--- src/rtl/load_store_unit.sv ---
// Byte-addressed RISC-V load/store front end for a word-organised data memory.
// Sub-word stores are done as read-modify-write; loads are lane-selected and extended.
module load_store_unit #(
    parameter int ADDR_W = 5
) (
    input  logic              clk,
    input  logic              rst_n,
    input  logic              req_valid,
    output logic              req_ready,
    input  logic              req_write,
    input  logic [2:0]        req_funct3,
    input  logic [31:0]       req_addr,
    input  logic [31:0]       req_wdata,
    output logic              resp_valid,
    output logic [31:0]       resp_rdata,
    output logic              resp_fault,
    output logic              MemRead,
    output logic              MemWrite,
    output logic [ADDR_W-1:0] mem_addr,
    output logic [31:0]       mem_wdata,
    input  logic [31:0]       mem_rdata
);

    typedef enum logic [2:0] {
        IDLE,
        LOAD,
        RMW_RD,
        RMW_WR,
        WRITE,
        FAULT,
        RESP
    } state_t;

    state_t              state;
    logic [2:0]          cap_funct3;
    logic [ADDR_W+1:0]   cap_addr;
    logic [31:0]         cap_wdata;
    logic [31:0]         old_word;
    logic [31:0]         load_data;
    logic [31:0]         merged_word;
    logic [7:0]          byte_sel;
    logic [15:0]         half_sel;
    logic                unused_addr_hi;

    assign unused_addr_hi = ^req_addr[31:ADDR_W+2];

    function automatic logic is_fault(input logic write, input logic [2:0] f3,
                                      input logic [1:0] off);
        logic bad_f3;
        logic misaligned;
        bad_f3     = write ? !(f3 inside {3'b000, 3'b001, 3'b010})
                           : (f3 inside {3'b011, 3'b110, 3'b111});
        misaligned = ((f3[1:0] == 2'b01) && off[0]) ||
                     ((f3[1:0] == 2'b10) && (off != 2'b00));
        return bad_f3 || misaligned;
    endfunction

    always_comb begin
        byte_sel  = mem_rdata[{cap_addr[1:0], 3'b000} +: 8];
        half_sel  = cap_addr[1] ? mem_rdata[31:16] : mem_rdata[15:0];
        load_data = mem_rdata;
        case (cap_funct3)
            3'b000:  load_data = {{24{byte_sel[7]}}, byte_sel};
            3'b001:  load_data = {{16{half_sel[15]}}, half_sel};
            3'b100:  load_data = {24'd0, byte_sel};
            3'b101:  load_data = {16'd0, half_sel};
            default: load_data = mem_rdata;
        endcase
    end

    // funct3[0] distinguishes SH from SB; only those two reach the RMW path
    always_comb begin
        merged_word = old_word;
        if (cap_funct3[0])
            merged_word[{cap_addr[1], 4'b0000} +: 16] = cap_wdata[15:0];
        else
            merged_word[{cap_addr[1:0], 3'b000} +: 8] = cap_wdata[7:0];
    end

    assign req_ready  = (state == IDLE);
    assign resp_valid = (state == RESP);
    assign MemRead    = (state == LOAD) || (state == RMW_RD);
    assign MemWrite   = (state == RMW_WR) || (state == WRITE);
    assign mem_addr   = cap_addr[ADDR_W+1:2];
    assign mem_wdata  = (state == RMW_WR) ? merged_word :
                        (state == WRITE)  ? cap_wdata   : 32'd0;

    always_ff @(posedge clk) begin
        if (!rst_n) begin
            state      <= IDLE;
            cap_funct3 <= 3'd0;
            cap_addr   <= '0;
            cap_wdata  <= 32'd0;
            old_word   <= 32'd0;
            resp_rdata <= 32'd0;
            resp_fault <= 1'b0;
        end else begin
            case (state)
                IDLE: begin
                    if (req_valid) begin
                        cap_funct3 <= req_funct3;
                        cap_addr   <= req_addr[ADDR_W+1:0];
                        cap_wdata  <= req_wdata;
                        resp_rdata <= 32'd0;
                        if (is_fault(req_write, req_funct3, req_addr[1:0]))
                            state <= FAULT;
                        else if (!req_write)
                            state <= LOAD;
                        else if (req_funct3 == 3'b010)
                            state <= WRITE;
                        else
                            state <= RMW_RD;
                    end
                end
                LOAD: begin
                    resp_rdata <= load_data;
                    state      <= RESP;
                end
                RMW_RD: begin
                    old_word <= mem_rdata;
                    state    <= RMW_WR;
                end
                RMW_WR:  state <= RESP;
                WRITE:   state <= RESP;
                FAULT: begin
                    resp_fault <= 1'b1;
                    resp_rdata <= 32'd0;
                    state      <= RESP;
                end
                RESP: begin
                    resp_fault <= 1'b0;
                    state      <= IDLE;
                end
                default: state <= IDLE;
            endcase
        end
    end

endmodule
--- config.mk ---
export PLATFORM = sky130hd
export DESIGN_NAME = load_store_unit
export DESIGN_NICKNAME = d
export VERILOG_FILES = /design/src/rtl/load_store_unit.sv
export SDC_FILE = /design/constraint.sdc
export NUM_CORES = 1
export LEC_CHECK = 0
export CORE_AREA = 2 2 119 121
export CTS_CLUSTER_SIZE = 25
export DETAILED_ROUTE_END_ITERATION = 6
export DIE_AREA = 0 0 121 123
export HOLD_SLACK_MARGIN = 0.08
export PLACE_DENSITY_LB_ADDON = 0.1
export SETUP_SLACK_MARGIN = 0.2
export SYNTH_ARGS = -nofsm -noshare
export SYNTH_HDL_FRONTEND = slang
export SYNTH_SLANG_ARGS = --single-unit
--- constraint.sdc ---
create_clock -name clk -period 2.2 [get_ports clk]
set_clock_uncertainty 0.2 [all_clocks]
set_input_delay 0.33 -clock clk [delete_from_list [all_inputs] [get_ports clk]]
set_output_delay 0.33 -clock clk [all_outputs]
set_load 0.03 [all_outputs]
[Yosys cells after proc, flatten, opt, wreduce, memory -nomap -nowiden]
Cells that the tools add are included.
Operators by class
  add/sub/neg operators: 2
  reductions and logical operators: 18
  mux-type cells: 16
  shift operators: 5
  equality and inequality tests: 17
Operators by type and width (number)
  two-way mux 32 bit: 4
  one-hot mux 32 bit (4 select lines): 1
  one-hot mux 32 bit (3 select lines): 1
  bitwise mux 32 bit: 2
  variable shift 16 x 7 -> 32 bit, first input constant: 1
  variable shift 8 x 7 -> 32 bit, first input constant: 1
  variable part select 16 x 7 -> 32 bit: 1
  variable part select 32 x 6 -> 8 bit: 1
  variable part select 8 x 7 -> 32 bit: 1
  == test 3 bit, second input constant: 7
  two-way mux 16 bit: 1
  negator 5 -> 7 bit: 2
  == test 3 x 2 -> 1 bit, second input constant: 4
  two-way mux 3 bit: 4
  == test 3 x 1 -> 1 bit, second input constant: 3
  logical NOT 3 bit: 3
  one-hot mux 3 bit (3 select lines): 1
  nonzero test 3 bit: 3
  logical OR 1 bit: 4
  AND reduction 2 bit: 2
  nonzero test 2 bit: 2
  OR reduction 4 bit: 1
  == test 2 x 1 -> 1 bit, second input constant: 1
  == test 2 bit, second input constant: 1
  other kinds (5): 6
Storage, ports and cells
  word-level logic and storage cells: 65
  output and inout bits: 74
  input bits: 103
  bits in registers: 110

[Longest topological paths before layout]
  word-level depth: 8
  depth in mapped cells: 7
  gate-level depth less buffers: 6

[Worst setup path after synthesis]
No wires, ideal clock.
  path kind: flip-flop to output port
  from: register cap_addr[0]
  to: output mem_wdata[16]
  setup slack: -0.332 ns
  arrival time: 2.002 ns
  cell stages (with the launch flop): 6
  buffers on the path: 0
  required time: 1.670 ns
  cell sequence: dfxtp_1 inv_2 ha_1 nor4b_2 a221o_1 a22o_1
On the way
  cells in the longest elaborated chain, start to end: 5
  elaborated cells between the ends (all ways): 6
  classes of those cells: add/sub: 1; shift: 2; mux: 3
Ends and longest elaborated chain
  from (decl): RTL line 36  | logic [ADDR_W+1:0] cap_addr;
  from (signal assigned): RTL line 102  | cap_addr <= req_addr[ADDR_W+1:0];
  negator 5 -> 7 bit *: RTL line 77  | merged_word[{cap_addr[1:0], 3'b000} +: 8] = cap_wdata[7:0];
  variable part select 8 x 7 -> 32 bit or variable shift 8 x 7 -> 32 bit (tied branches): RTL line 77
  bitwise mux 32 bit *: RTL line 77
  two-way mux 32 bit *: RTL line 74  | if (cap_funct3[0])
  two-way mux 32 bit *: RTL line 85  | assign mem_wdata = (state == RMW_WR) ? merged_word :
  to (decl): RTL line 20  | output logic [31:0] mem_wdata,
Every way passes the cells marked *; elsewhere a longest branch is shown, timed or not.

[Worst setup path after layout]
  from: register cap_addr[0]
  to: output mem_wdata[30]
Same word-level chain as after synthesis.

==> flow_summary.json <==
{
  "status": "finished, violations left",
  "failed_checks": "setup timing",
  "p_per_area_nw_per_um2": 713,
  "dpl_cell_area_sq_um": 7880,
  "critPathArrivalTime_ns": 2.04,
  "syn_nets": 757,
  "maxCapViolCount": 0,
  "grt_max_degree": 79,
  "drcViolationCount": 0,
  "final_cell_mix": "166 x nand2_1, 114 x clkdlybuf4s50_1, 105 x dfxtp_1",
  "ys_top_cells_by_area": "dfxtp_1 39%, nand2_1 11%, a21boi_0 9.1%, a221o_1 7.1%, a22o_1 6.1%",
  "syn_inst": 649,
  "regToRegSetupSlack_ns": 0.14,
  "pwr-share-comb_pct": 32.9,
  "p_int_mw": 3.90,
  "clk_latency_ns": 0.36,
  "place_congestion": 0.889,
  "via_count": 5532,
  "p_clk_share_pct": 27.1,
  "grtUsageTotal_pct": 25.5,
  "dp_hpwl_mm": 13.7,
  "initial_core_util_pct": 41.3,
  "vias_per_cell": 5.61,
  "finalInstanceArea_sq_um": 8480,
  "p_leak_nw": 3.21,
  "area_growth_pct": 50.8,
  "synth_area_sq_um": 5620,
  "hold_buffers": 0,
  "rows": 43,
  "overflow": 0,
  "power.net_switching_mw": 2.15,
  "fmax_mhz": 389,
  "seqPwrFrac_pct": 39.9,
  "end_kind": "output pin",
  "cp_data_required_time_ns": 1.67,
  "core_area_sq_um": 13600,
  "hold_ws_ns": 0.261,
  "relSlewSlack_pct": 54.3,
  "rsz0062_at_grt": "true",
  "clockRootBuffer": "clkbuf_16",
  "postSynth.asyncResetShare_pct": 0,
  "routedWlPerCell_um": 19.2,
  "finalWorstSetupSlack_ns": -0.369,
  "reg2regPathDepth": 8,
  "swShare_pct": 35.5,
  "period_needed_ns": 2.57,
  "io_pins": 177,
  "synth_top_area_cell": "dfxtp_1",
  "drt-initial-drc-count": 310,
  "ys_types": 50,
  "slew_viol_final": 0,
  "cts_buffer_depth": 2,
  "setup_viol": 32,
  "ys_warn_count": 0,
  "final_common_cell": "nand2_1",
  "port_buffers": 151,
  "startpoint": "cap_addr[0]$_SDFFE_PN0P_",
  "ys_ff_latch": 110,
  "yosysTopAreaCellShare_pct": 39.2,
  "die_area_sq_um": 14900,
  "holdCritStartpoint": "rst_n",
  "grt_antenna_before_repair": 0,
  "tightest_slew_ns": 0.685,
  "routed_wl_mm": 19.0,
  "cts.htree.levels": 3,
  "worstSetupPathType": "flop to output pin",
  "drive_gt1_share_pct": 20.7,
  "finalHoldViolations": 0,
  "synth.avg_cell_area_sq_um": 8.66,
  "num_antenna_cells": 0,
  "fin_nets": 909,
  "reg2reg_from": "cap_addr[1]$_SDFFE_PN0P_",
  "synth_edf_count": 0,
  "fillers": 1179,
  "die_y_um": 123,
  "clock_sinks": 110,
  "first_global_vias": 5605,
  "dr.pass1.iters": 4,
  "die_w_um": 121,
  "critPathMaxFanout": 8,
  "cp-start-kind": "flop",
  "seq_area_frac_synth_pct": 39.2,
  "reg2reg_to": "resp_rdata[14]$_SDFFE_PN0P_",
  "ant_nets": 0,
  "numCtsBuffers": 9,
  "ir_drop_v": 0.000551,
  "hold_class": "input pin to flop",
  "cp-endpoint": "mem_wdata[30]",
  "synth_ff_type": "dfxtp_1",
  "path_clk_slew_ns": 0.08,
  "finalCritPeriodShare_pct": 117,
  "cts_tree": "done",
  "grt_pass1_wl_mm": 29.6
}
-- layer usage --
metal	share of wire [%]	global-route usage [%]	wire length, um	vias up
met1	44	33.4	8410	2625
met5	0	0	0	-
met3	6.5	6.09	1240	35
met4	2.8	9.08	536	0
li1	-	-	-	2665
met2	46	41.2	8780	207
-- repair_timing --
action / CTS / global route
endpoints found under the hold margin: 0 / 0
gates resized for setup: 44 / 13
buffers inserted: 8 / 3
gates cloned: 1 / 0
pin swaps: 34 / 7
endpoints found under the setup margin: 61 / 59
-- cell usage after synthesis, types with 3 or more instances --
master     instances
clkbuf_1          29
a21boi_0          68
buf_2             18
nand2b_1           3
nand2_1          166
o221ai_1           7
a21boi_1           7
a211o_1            3
inv_1             15
clkinv_1           3
o2bb2ai_1          7
nor2_1             7
a21oi_1           38
a221o_1           40
buf_4              6
dfxtp_1          110
o32ai_1            7
o211ai_1           8
ha_1               5
mux2i_1           25
a22o_1            39
-- state kept, by name, summed over array words and instances, names as in the netlist --
signal and cells:
resp_fault 1, cap_addr 7, old_word 32, cap_wdata 32
state 3, cap_funct3 3, resp_rdata 32
-- final cells by class --
cell class              count  area, sq um  share of cell area, %
repair buffers            197         2160                   25.4
inverters                  19         96.3                   1.14
clock inverters             7         65.1                  0.767
well taps                 180          225                   2.66
flip-flops and latches    110         2220                   26.2
multi-input cells         464         3490                   41.2
clock buffers               9          225                   2.66
-- worst max-delay path, stage by stage (launching register included) --
cell and delay, ns:
dfxtp_4 0.39, inv_6 0.06, ha_4 0.30, nor4_4 0.05, buf_6 0.13, a221o_1 0.33
a22o_4 0.27, buf_12 0.13
-- power groups by stage --
| stage | clock [mW] | combinational, mW | sequential [mW] |
|---|---|---|---|
| floorplan | 0 | 1.14 | 2.46 |
| global placement | 0 | 1.85 | 2.45 |
| detailed placement | 0 | 1.88 | 2.46 |
| CTS | 1.67 | 1.97 | 2.41 |
| global route | 1.74 | 2.14 | 2.44 |
| finish | 1.64 | 1.99 | 2.42 |
-- per-stage QoR --
stage | total power [mW] | setup TNS [ns] | util, % | cells | setup WS [ns]
2_1_floorplan | 3.59 | 0 | - | 649 | 0.153
3_3_place_gp | 4.30 | -4.01 | 57.9 | 958 | -0.151
3_5_place_dp | 4.34 | -4.73 | 57.9 | 958 | -0.179
4_1_cts | 6.05 | -10.91 | 61.8 | 983 | -0.377
5_1_grt | 6.32 | -11.78 | 62.3 | 986 | -0.420
6_report | 6.05 | -10.17 | 62.3 | 986 | -0.369
-- kinds of logic after synthesis --
family          after synthesis  synth area share (%)
buf+inv                      75                  5.94
flops                       110                  39.2
mux                          28                  5.25
fa+ha+maj                     5                  1.11
simple gates                195                  15.5
compound gates              235                  32.8
xor+xnor                      1                 0.156
-- how the worst min path moves through the flow --
stage,endpoint,slack (ns),cells past startpoint
global route,state[2]$_SDFFE_PN0P_,0.28,4
CTS,state[2]$_SDFFE_PN0P_,0.25,4
detailed placement,resp_rdata[15]$_SDFFE_PN0P_,0.24,1
global placement,resp_rdata[15]$_SDFFE_PN0P_,0.25,1
finish,state[2]$_SDFFE_PN0P_,0.26,4
floorplan,cap_addr[4]$_SDFFE_PN0P_,0.24,2
Power figures use the tool's default switching activity.
